<file path="src/rtl/stack.sv">
// ---------------------------------------------------------------------------
// stack : LIFO operand store for the RPN calculator ALU.
//
// Push and pop requests are edge-detected strobes: a strobe held high for
// several cycles performs exactly one operation. The top entry is exposed
// combinationally on POP_DAT/POP_STB with zero latency after the update edge.
// A simultaneous push and pop replaces the top entry in place.
//
// Optional feature macro: STACK_ERR_EN
//   defined   -> ERR port present; sticky overflow/underflow flag.
//   undefined -> no ERR port; overflow/underflow silently ignored.
// ---------------------------------------------------------------------------
module stack #(
   parameter int WIDTH = 8,
   parameter int DEPTH = 16
) (
   input  logic             CLK,
   input  logic             RST,
   input  logic             PUSH_STB,
   input  logic [WIDTH-1:0] PUSH_DAT,
   output logic             PUSH_ACK,
   output logic             POP_STB,
   output logic [WIDTH-1:0] POP_DAT,
   input  logic             POP_ACK
`ifdef STACK_ERR_EN
   ,
   output logic             ERR
`endif
);

   // Index width addresses the storage; count needs one extra bit so that
   // "full" (count == DEPTH) is representable without wrapping.
   localparam int AW = (DEPTH > 1) ? $clog2(DEPTH) : 1;
   localparam int CW = AW + 1;
   localparam logic [CW-1:0] FULL_CNT = CW'(DEPTH);

   // ------------------------------------------------------------------
   // State
   // ------------------------------------------------------------------
   logic [WIDTH-1:0] r_mem [DEPTH];
   logic [CW-1:0]    r_count;
   logic             r_prev_push;
   logic             r_prev_pop;
   logic             r_push_ack;

   // ------------------------------------------------------------------
   // Request decode
   // ------------------------------------------------------------------
   logic             w_push_req;
   logic             w_pop_req;
   logic             w_empty;
   logic             w_full;
   logic             w_replace;
   logic             w_do_push;
   logic             w_do_pop;
   logic             w_wr_en;
   logic [AW-1:0]    w_top_idx;
   logic [AW-1:0]    w_wr_idx;

   // Rising edge of each strobe against its registered previous level.
   assign w_push_req = PUSH_STB & ~r_prev_push;
   assign w_pop_req  = POP_ACK  & ~r_prev_pop;

   assign w_empty = (r_count == '0);
   assign w_full  = (r_count == FULL_CNT);

   // Push and pop together on a non-empty stack overwrite the top in place,
   // which also works when full. On an empty stack the pair degrades to a
   // plain push, which is covered by w_do_push below.
   assign w_replace = w_push_req & w_pop_req & ~w_empty;
   assign w_do_push = w_push_req & ~w_replace & ~w_full;
   assign w_do_pop  = w_pop_req  & ~w_push_req & ~w_empty;

   // When full the low AW bits of the count are zero, so subtracting one
   // wraps to DEPTH-1, which is exactly the top index.
   assign w_top_idx = r_count[AW-1:0] - AW'(1);
   assign w_wr_idx  = w_replace ? w_top_idx : r_count[AW-1:0];

   // A reset edge discards any request arriving in the same cycle.
   assign w_wr_en = ~RST & (w_replace | w_do_push);

   // Control state: count, strobe history and the acknowledge pulse.
   always_ff @(posedge CLK) begin
      if (RST) begin
         r_count     <= '0;
         r_prev_push <= 1'b0;
         r_prev_pop  <= 1'b0;
         r_push_ack  <= 1'b0;
      end else begin
         r_prev_push <= PUSH_STB;
         r_prev_pop  <= POP_ACK;
         r_push_ack  <= w_replace | w_do_push;
         if (w_do_push) begin
            r_count <= r_count + CW'(1);
         end else if (w_do_pop) begin
            r_count <= r_count - CW'(1);
         end
      end
   end

   // Storage write port; contents are intentionally not cleared by reset.
   always_ff @(posedge CLK) begin
      if (w_wr_en) begin
         r_mem[w_wr_idx] <= PUSH_DAT;
      end
   end

`ifdef STACK_ERR_EN
   logic r_err;
   logic w_err_event;

   // A lone push on a full stack or a lone pop on an empty one is an error;
   // a replace never is.
   assign w_err_event = (w_push_req & ~w_pop_req  & w_full) |
                        (w_pop_req  & ~w_push_req & w_empty);

   // Sticky error flag, cleared only by reset.
   always_ff @(posedge CLK) begin
      if (RST) begin
         r_err <= 1'b0;
      end else if (w_err_event) begin
         r_err <= 1'b1;
      end
   end

   assign ERR = r_err;
`endif

   // ------------------------------------------------------------------
   // Outputs: top of stack is combinational from the registers.
   // ------------------------------------------------------------------
   assign PUSH_ACK = r_push_ack;
   assign POP_STB  = ~w_empty;
   assign POP_DAT  = w_empty ? '0 : r_mem[w_top_idx];

endmodule

</file>
<file path="config.mk">
export PLATFORM = sky130hd
export DESIGN_NAME = stack
export DESIGN_NICKNAME = d
export VERILOG_FILES = /design/src/rtl/stack.sv
export SDC_FILE = /design/constraint.sdc
export NUM_CORES = 1
export LEC_CHECK = 0
export ABC_AREA = 1
export BUFFER_PORTS_ARGS = -buffer_cell sky130_fd_sc_hd__buf_2
export CAP_MARGIN = 20
export CORE_MARGIN = 2
export CORE_UTILIZATION = 45
export DETAILED_ROUTE_END_ITERATION = 7
export SLEW_MARGIN = 30
export SYNTH_ARGS = -nofsm -noshare
export SYNTH_HDL_FRONTEND = slang
export SYNTH_SLANG_ARGS = --single-unit
</file>
<file path="constraint.sdc">
create_clock -name CLK -period 4.45 [get_ports CLK]
set_input_delay 0.445 -clock CLK [delete_from_list [all_inputs] [get_ports CLK]]
set_output_delay 0.445 -clock CLK [all_outputs]
set_load 0.05 [all_outputs]
</file>
### Word level (Yosys, flattened, before mapping)

Memory sizes are Yosys's and may differ from the RTL's.
Cells that the tools add are included.

* flip-flop bits (word level): 8
* logic and storage cells: 34
* output and inout port bits: 10
* memories kept: 1
* memory bits (writable): 128
* bits of input ports: 12

Memories
* r_mem: depth 16, width 8, read ports 1, clocked after Yosys merged registers in 0, write ports 1, line 40 `logic [WIDTH-1:0] r_mem [DEPTH];`

* reductions and logical operators: 2
* multiplexer cells: 6
* $add $sub $neg: 3
* equal/unequal tests: 1
* bitwise logic cells: 17

Operators with widths (count)
* 5-bit two-way mux: 2
* 1-bit bitwise AND: 9
* 8-bit two-way mux: 1
* 1-bit NOT: 7
* 5-bit by 1-bit adder with 5-bit output, second input constant: 1
* 5-bit equality test, second input constant: 1
* 5-bit zero test: 1
* 5-bit by 1-bit subtractor with 5-bit output, second input constant: 1
* 4-bit two-way mux: 1
* 4-bit by 1-bit subtractor with 4-bit output, second input constant: 1
* 1-bit two-way mux: 2
* 2-bit nonzero test: 1
* 1-bit bitwise OR: 1

### Depth between registers and ports, before layout

Gate-level depths: netlist (run 1).

* word-level depth: 11
* depth in mapped cells: 18
* mapped depth without buffers: 15

### Worst setup path after synthesis (run 1)

Ideal clock, no wire load.

* path type: register to output
* from: reg r_count[0]
* to: out POP_DAT[6]
* stages on the path, launching flop included: 13
* arrival: 2578 ps
* path buffers: 5
* path slack: 1427 ps
* data required time: 4005 ps
* cells stage by stage: dfxtp_1 > buf_2 > inv_2 > buf_2 > buf_2 > ha_1 > buf_2 > inv_1 > buf_1 > a21oi_1 > a21oi_1 > a21oi_1 > nor2_1

* cells in the longest elaborated chain, start to end: 3
* elaborated cells on any way between the ends: 4
* classes of those cells: add/sub (1); mux (1); reduce/logical (1); memory (1)

RTL lines
* start, declared: line 41 `logic [CW-1:0] r_count;`
* start signal, assigned: line 94 `r_count <= r_count + CW'(1);`
* start signal, assigned: line 96 `r_count <= r_count - CW'(1);`
* 4-bit by 1-bit subtractor with 4-bit output: line 76 `assign w_top_idx = r_count[AW-1:0] - AW'(1);`
* named net w_top_idx[0]: line 57 `logic [AW-1:0] w_top_idx;`
* memory 16 x 8 bit
* 8-bit two-way mux: line 134 `assign POP_DAT = w_empty ? '0 : r_mem[w_top_idx];`
* end, declared: line 23 `output logic [WIDTH-1:0] POP_DAT,`

The timed path passes the listed nets, and every way through them passes these cells.

### Final worst setup path (run 1)

* from: reg r_count[1]
* to: out POP_DAT[6]

* cells in the longest elaborated chain, start to end: 3
* elaborated cells on any way between the ends: 4
* classes of those cells: add/sub (1); mux (1); reduce/logical (1); memory (1)

RTL lines (line)
* 4-bit by 1-bit subtractor with 4-bit output: 76
* memory 16 x 8 bit
* 8-bit two-way mux *: 134

Every way passes the cells marked *; elsewhere a longest branch is shown, timed or not.

==> results.yml, run 1 <==
cts:
  cts_buffer_depth: 2
  post-cts-setup-buffers: 0
  clkTransAtPathRegs_ns: 0.06
  h-tree-depth: 4
  cts_sinks: 136
  cts_inserted_buffers: 17
  cts_root_buffer: "clkbuf_16"
  clk_latency_ns: 0.42
  cts_tree: "done"
  cts_hold_buf: 0
  cts_resized: 0
sta:
  report.final.slew_viol_count: 0
  worstMarginPinSlew_ns: 0.719
  post-route-period-util: 0.705
  tns_ns: 0
  fmax_mhz: 319
  clock_skew_ns: 0.00827
  hold_viol_final: 0
  rsz0062_at_grt: "no"
  slew_headroom: 0.521
  setup_viol: 0
  period_needed_ns: 3.14
hold_path:
  hold_path_depth: 2
  hold_start: "RST"
  hp-class: "input port to flip-flop"
  hold_path_end: "r_prev_pop"
power_and_ir_drop:
  leakage_nw: 2.54
  ir_drop_uv: 480
  p_per_area_mw_per_mm2: 803
layout:
  finalNetCount: 576
  drive_gt1_frac: 0.154
  fin_cells: 743
  insertedDiodeCount: 0
  area_growth_pct: 15.2
die:
  die_x_um: 118
  rows: 41
  num_io_pins: 22
  initial_core_util: 0.464
  die_h_um: 118
  die_area_mm2: 0.0140
  fp.coreArea_mm2: 0.0127
detailed_routing:
  wl_per_cell_um: 17.7
  final_antenna_net_count: 0
  drc: 0
  vias: 3952
  viasPerCell: 5.32
  wirelength_um: 13100
  drt_pre_antenna_iters: 5
  drtIter0Drc: 403
synthesis:
  post-synth-top-count-cell: "nand2_1"
  yosys.area.top_type_share: 0.654
  yosysTopAreaCell: "edfxtp_1"
  synth_common_cells: "173 x nand2_1, 128 x edfxtp_1, 93 x nand3_1"
  synth_flop_cell: "edfxtp_1"
  yosysSeqAreaShare: 0.682
  yosys_register_bits: 136
  avgSynthCellArea_um2: 11.0
  synth_area_mm2: 0.00587
  yosys_warnings: 0
  synth_nets: 554
  yosysUniqueCellTypes: 27
  syn_inst: 536
  ys_top_cells_by_area: "edfxtp_1 65%, nand2_1 11%, nand3_1 7.9%, dfxtp_1 2.7%, a21oi_1 2.6%"
  synth_edf_count: 128
  synthArstFlopShare: 0
critical_path:
  r2r_end: "r_mem[1][1]"
  worst_setup_path_start_kind: "flip-flop"
  r2r_slack_ns: 1.56
  cp.arrival_ns: 2.69
  required_ns: 4.01
  crit_fanout: 16
  reg2reg_from: "r_count[1]"
  endpoint_kind: "output pin"
  crit_type: "flip-flop to output pin"
  rr_worst_depth: 8
placed_design:
  placed_cells: 711
  gp_congestion: 0.895
  port_buffers: 21
  post-dp-hpwl_um: 8420
global_route:
  grt.overflow.total: 0
  antenna_found_initial: 0
  grt_max_degree: 71
  track_usage: 0.200
  grt_pass1_vias: 3782
  grt_pass1_wl_um: 20900
outcome:
  status: "complete, no violations"
run:
  drv_cap: 0
## worst max-delay path, cell delays in order, from the launching register on
cell,delay (ns)
dfxtp_1,0.41
inv_1,0.15
ha_1,0.25
xnor2_2,0.38
buf_4,0.31
nand3_1,0.12
nand3_1,0.11
nand2_1,0.06
nor2_1,0.19
buf_2,0.30
## state kept, by name, indices dropped and copies added, names as in the netlist
| register | cells |
|---|---|
| r_prev_push | 1 |
| r_count | 5 |
| r_mem | 128 |
| PUSH_ACK | 1 |
| r_prev_pop | 1 |
## metal layers
layer | wire length (µm) | track usage | up-vias
li1 | - | - | 1917
met1 | 6010 | 0.277 | 1907
met2 | 6250 | 0.311 | 120
met3 | 798 | 0.0574 | 8
met4 | 94 | 0.0520 | 0
met5 | 0 | 0 | -
## per-stage QoR
step | hold WS [ns] | worst slack [ns] | instance area [µm²] | util | total power, W
after global routing | 0.208 | 1.10 | 6760 | 0.534 | 0.00577
after CTS | 0.205 | 1.28 | 6720 | 0.531 | 0.00545
after global placement | 0.505 | 1.43 | 6130 | 0.484 | 0.00406
final | 0.220 | 1.31 | 6760 | 0.534 | 0.00543
after detailed placement | 0.519 | 1.31 | 6150 | 0.485 | 0.00409
after floorplan | 0.474 | 1.43 | 5870 | - | 0.00343
## how the worst max path moves through the flow
stage	start	to	slack (ns)	cells after the start
2_1_floorplan	r_count[0]	POP_DAT[6]	1.43	12
3_3_place_gp	r_count[1]	r_mem[2][3]	1.43	8
3_5_place_dp	r_count[1]	r_mem[1][4]	1.31	8
4_1_cts	r_count[1]	r_mem[1][0]	1.28	8
5_1_grt	r_count[1]	POP_DAT[6]	1.10	9
6_report	r_count[1]	POP_DAT[6]	1.31	9
## cell usage in the layout, fill, tap and decap left out, types with 2 or more instances in the layout
cell / n
nand3_1: 93
inv_2: 2
clkinvlp_4: 5
o21ai_1: 2
o21ai_0: 5
bufinv_16: 2
clkinv_2: 3
inv_1: 16
ha_1: 5
nor2_1: 14
dfxtp_1: 7
edfxtp_1: 128
nor3_2: 12
a21oi_1: 31
buf_2: 21
clkbuf_16: 17
nand2_4: 3
nor3_1: 5
buf_4: 9
o21ai_2: 3
nand2_1: 173
nand2_2: 2
inv_6: 3
## power breakdown
group | switching [W] | internal [W]
Combinational | 0.00191 | 0.000658
Clock | 0.000527 | 0.000823
Sequential | 0.0000440 | 0.00147
## final cells by class
class | count | area (µm²)
Inverter | 19 | 73.8
Fill cell | 1140 | 5910
Clock buffer | 17 | 425
Clock inverter | 15 | 151
Sequential cell | 136 | 4010
Tap cell | 172 | 215
Multi-Input combinational cell | 354 | 1720
Timing Repair Buffer | 30 | 173
## cells by family (layout without fill, tap and decap cells)
logic type / count (synthesis) / in the layout / share of synthesized area
AND/OR/NAND/NOR: 304 / 304 / 0.226
flip-flops: 136 / 136 / 0.682
buffers and inverters: 46 / 81 / 0.0356
AO/OA/AOI/OAI: 41 / 41 / 0.0369
adder cells (fa/ha/maj): 6 / 6 / 0.0141
XOR/XNOR: 3 / 3 / 0.00575
(Power assumes the default switching activity.)
==> run 2, diff against run 1 <==
Clock period 4.45 ns to 2.5 ns, I/O delays scaled along.
==> run 2 against run 1 <==
Compared with the run above: routed wire length rose by 9.8%; hold slack worse by 0.18 ns; die area is the same; via count increased by 6.3%; design area up 8.9%; clock skew about the same; critical path depth up 2; register-to-register slack lost 1.5 ns; first-iteration DRC count increased by 24%; setup slack lost 1.3 ns; non-clock buffer count increased by 32; global-route usage rose by 1.8 points.
==> results.yml, run 2 (same netlist as run 1, synthesis figures left out) <==
outcome:
  status: "complete, no violations"
layout:
  insertedDiodeCount: 0
  final_common_cell: "nand2_1"
  post-route-util: 0.581
  fin_cells: 774
  drive_gt1_frac: 0.244
  area_growth_pct: 25.4
  reg.largest.list: "r_mem x128, r_count x5"
  largest_reg_flops: 128
  regMostFlops: "r_mem"
  finalNetCount: 608
  final_cell_mix: "163 x nand2_1, 128 x edfxtp_1, 81 x nand3_1"
die:
  initial_core_util: 0.464
  die_x_um: 118
  rows: 41
  fp.coreArea_mm2: 0.0127
  num_io_pins: 22
  die_area_mm2: 0.0140
  die_h_um: 118
critical_path:
  crit_family: "buffers and inverters"
  critical_path_buf_inv_count: 5
  worst_setup_path_start_kind: "flip-flop"
  slowest_delay_ns: 0.33
  path_cells: "inv_1 -> buf_4 -> ha_4 -> xnor2_4 -> buf_12 -> buf_16 -> nand3_1 -> nand2_2 -> a21oi_2 -> nor2_4 -> buf_6"
  endpoint_kind: "output pin"
  required_ns: 2.25
  cp.arrival_ns: 2.23
  crit_fanout: 6
  crit_type: "flip-flop to output pin"
  cp_slowest_cell: "dfxtp_2"
placed_design:
  port_buffers: 21
  dp_slack_ns: 0.134
  post-dp-hpwl_um: 8910
  gp_congestion: 0.870
  placed_cells: 734
detailed_routing:
  drtIter0Drc: 500
  final_antenna_net_count: 0
  drt_pre_antenna_iters: 7
  vias: 4202
  wirelength_um: 14400
  drc: 0
  wl_per_cell_um: 18.6
  viasPerCell: 5.43
cts:
  cts_sinks: 136
  cts_tree: "done"
  cts_root_buffer: "clkbuf_16"
  clk_latency_ns: 0.43
  clkTransAtPathRegs_ns: 0.06
  h-tree-depth: 4
  cts_inserted_buffers: 17
  cts_buffer_depth: 2
sta:
  period_needed_ns: 2.48
  worstMarginPinSlew_ns: 0.411
  post-route-period-util: 0.992
  fin_ws_ns: 0.0195
  clock_skew_ns: 0.00778
  setup_viol: 0
  slew_headroom: 0.726
  holdWs_ns: 0.0447
  fmax_mhz: 403
  hold_viol_final: 0
  report.final.slew_viol_count: 0
  rsz0062_at_grt: "yes"
hold_path:
  hp-class: "input port to flip-flop"
global_route:
  grt.overflow.total: 0
  track_usage: 0.218
  grt_pass1_vias: 4091
  antenna_found_initial: 0
  grt_pass1_wl_um: 22800
  grt_max_degree: 71
run:
  drv_cap: 0
[run 2: cell count changes in the layout (fill, tap and decap cells not counted), moves of 7 or more]
cell	change
buf_2	-8
nor2_1	-8
buf_6	+7
nand2_1	-10
nand3_2	+12
a21oi_2	+7
nor3_1	+10
nand2_2	+10
a21oi_1	-7
buf_4	+21
nor3_2	-10
nand3_1	-12
nor2_4	+7
[run 2: layer usage]
layer	GRT usage	vias to the layer above	routed length (µm)
met3	0.0671	22	1200
met5	0	-	0
li1	-	1975	-
met1	0.303	2027	6310
met4	0.0655	0	264
met2	0.329	178	6660
[run 2: timing repair]
action                                  CTS  global route
buffers inserted                          5             0
endpoints found under the setup margin    8            40
hold buffers                              1             0
pin swaps                                 6             2
resized for setup                        48            22
gates cloned                              3             0
endpoints found under the hold margin     2             0
[run 2: final timing paths]
path,startpoint,to,slack (ns),cells after the start
setup / recovery,r_count[1],POP_DAT[1],0.02,11
hold / removal,POP_ACK,r_prev_pop,0.04,3
setup reg to reg,r_count[1],r_mem[0][4],0.10,11
hold reg to reg,r_count[4],r_count[4],0.51,2
[run 2: layout make-up]
cell class,count,area (µm²)
Fill cell,1038,5310
Sequential cell,136,4010
Multi-Input combinational cell,354,1860
Timing Repair Buffer,62,594
Clock buffer,18,429
Tap cell,172,215
Clock inverter,13,178
Inverter,19,81.3
[run 2: metrics by stage]
stage	instance area, µm²	setup TNS, ns
floorplan	5930	-26.99
global placement	6380	0
detailed placement	6380	0
CTS	7280	-0.00329
global route	7370	-0.946
finish	7370	0
[run 2: worst reg2reg max path, stage by stage (launching register included)]
cell	delay, ns
dfxtp_2	0.33
inv_1	0.05
buf_4	0.16
ha_4	0.18
xnor2_4	0.28
buf_12	0.16
buf_16	0.12
inv_8	0.05
o21ai_2	0.21
nand2_1	0.17
nor3_1	0.21
buf_4	0.21
Power of run 2 is not shown: default switching activity piles up to over one toggle a cycle in this logic, so the estimate is an artifact.
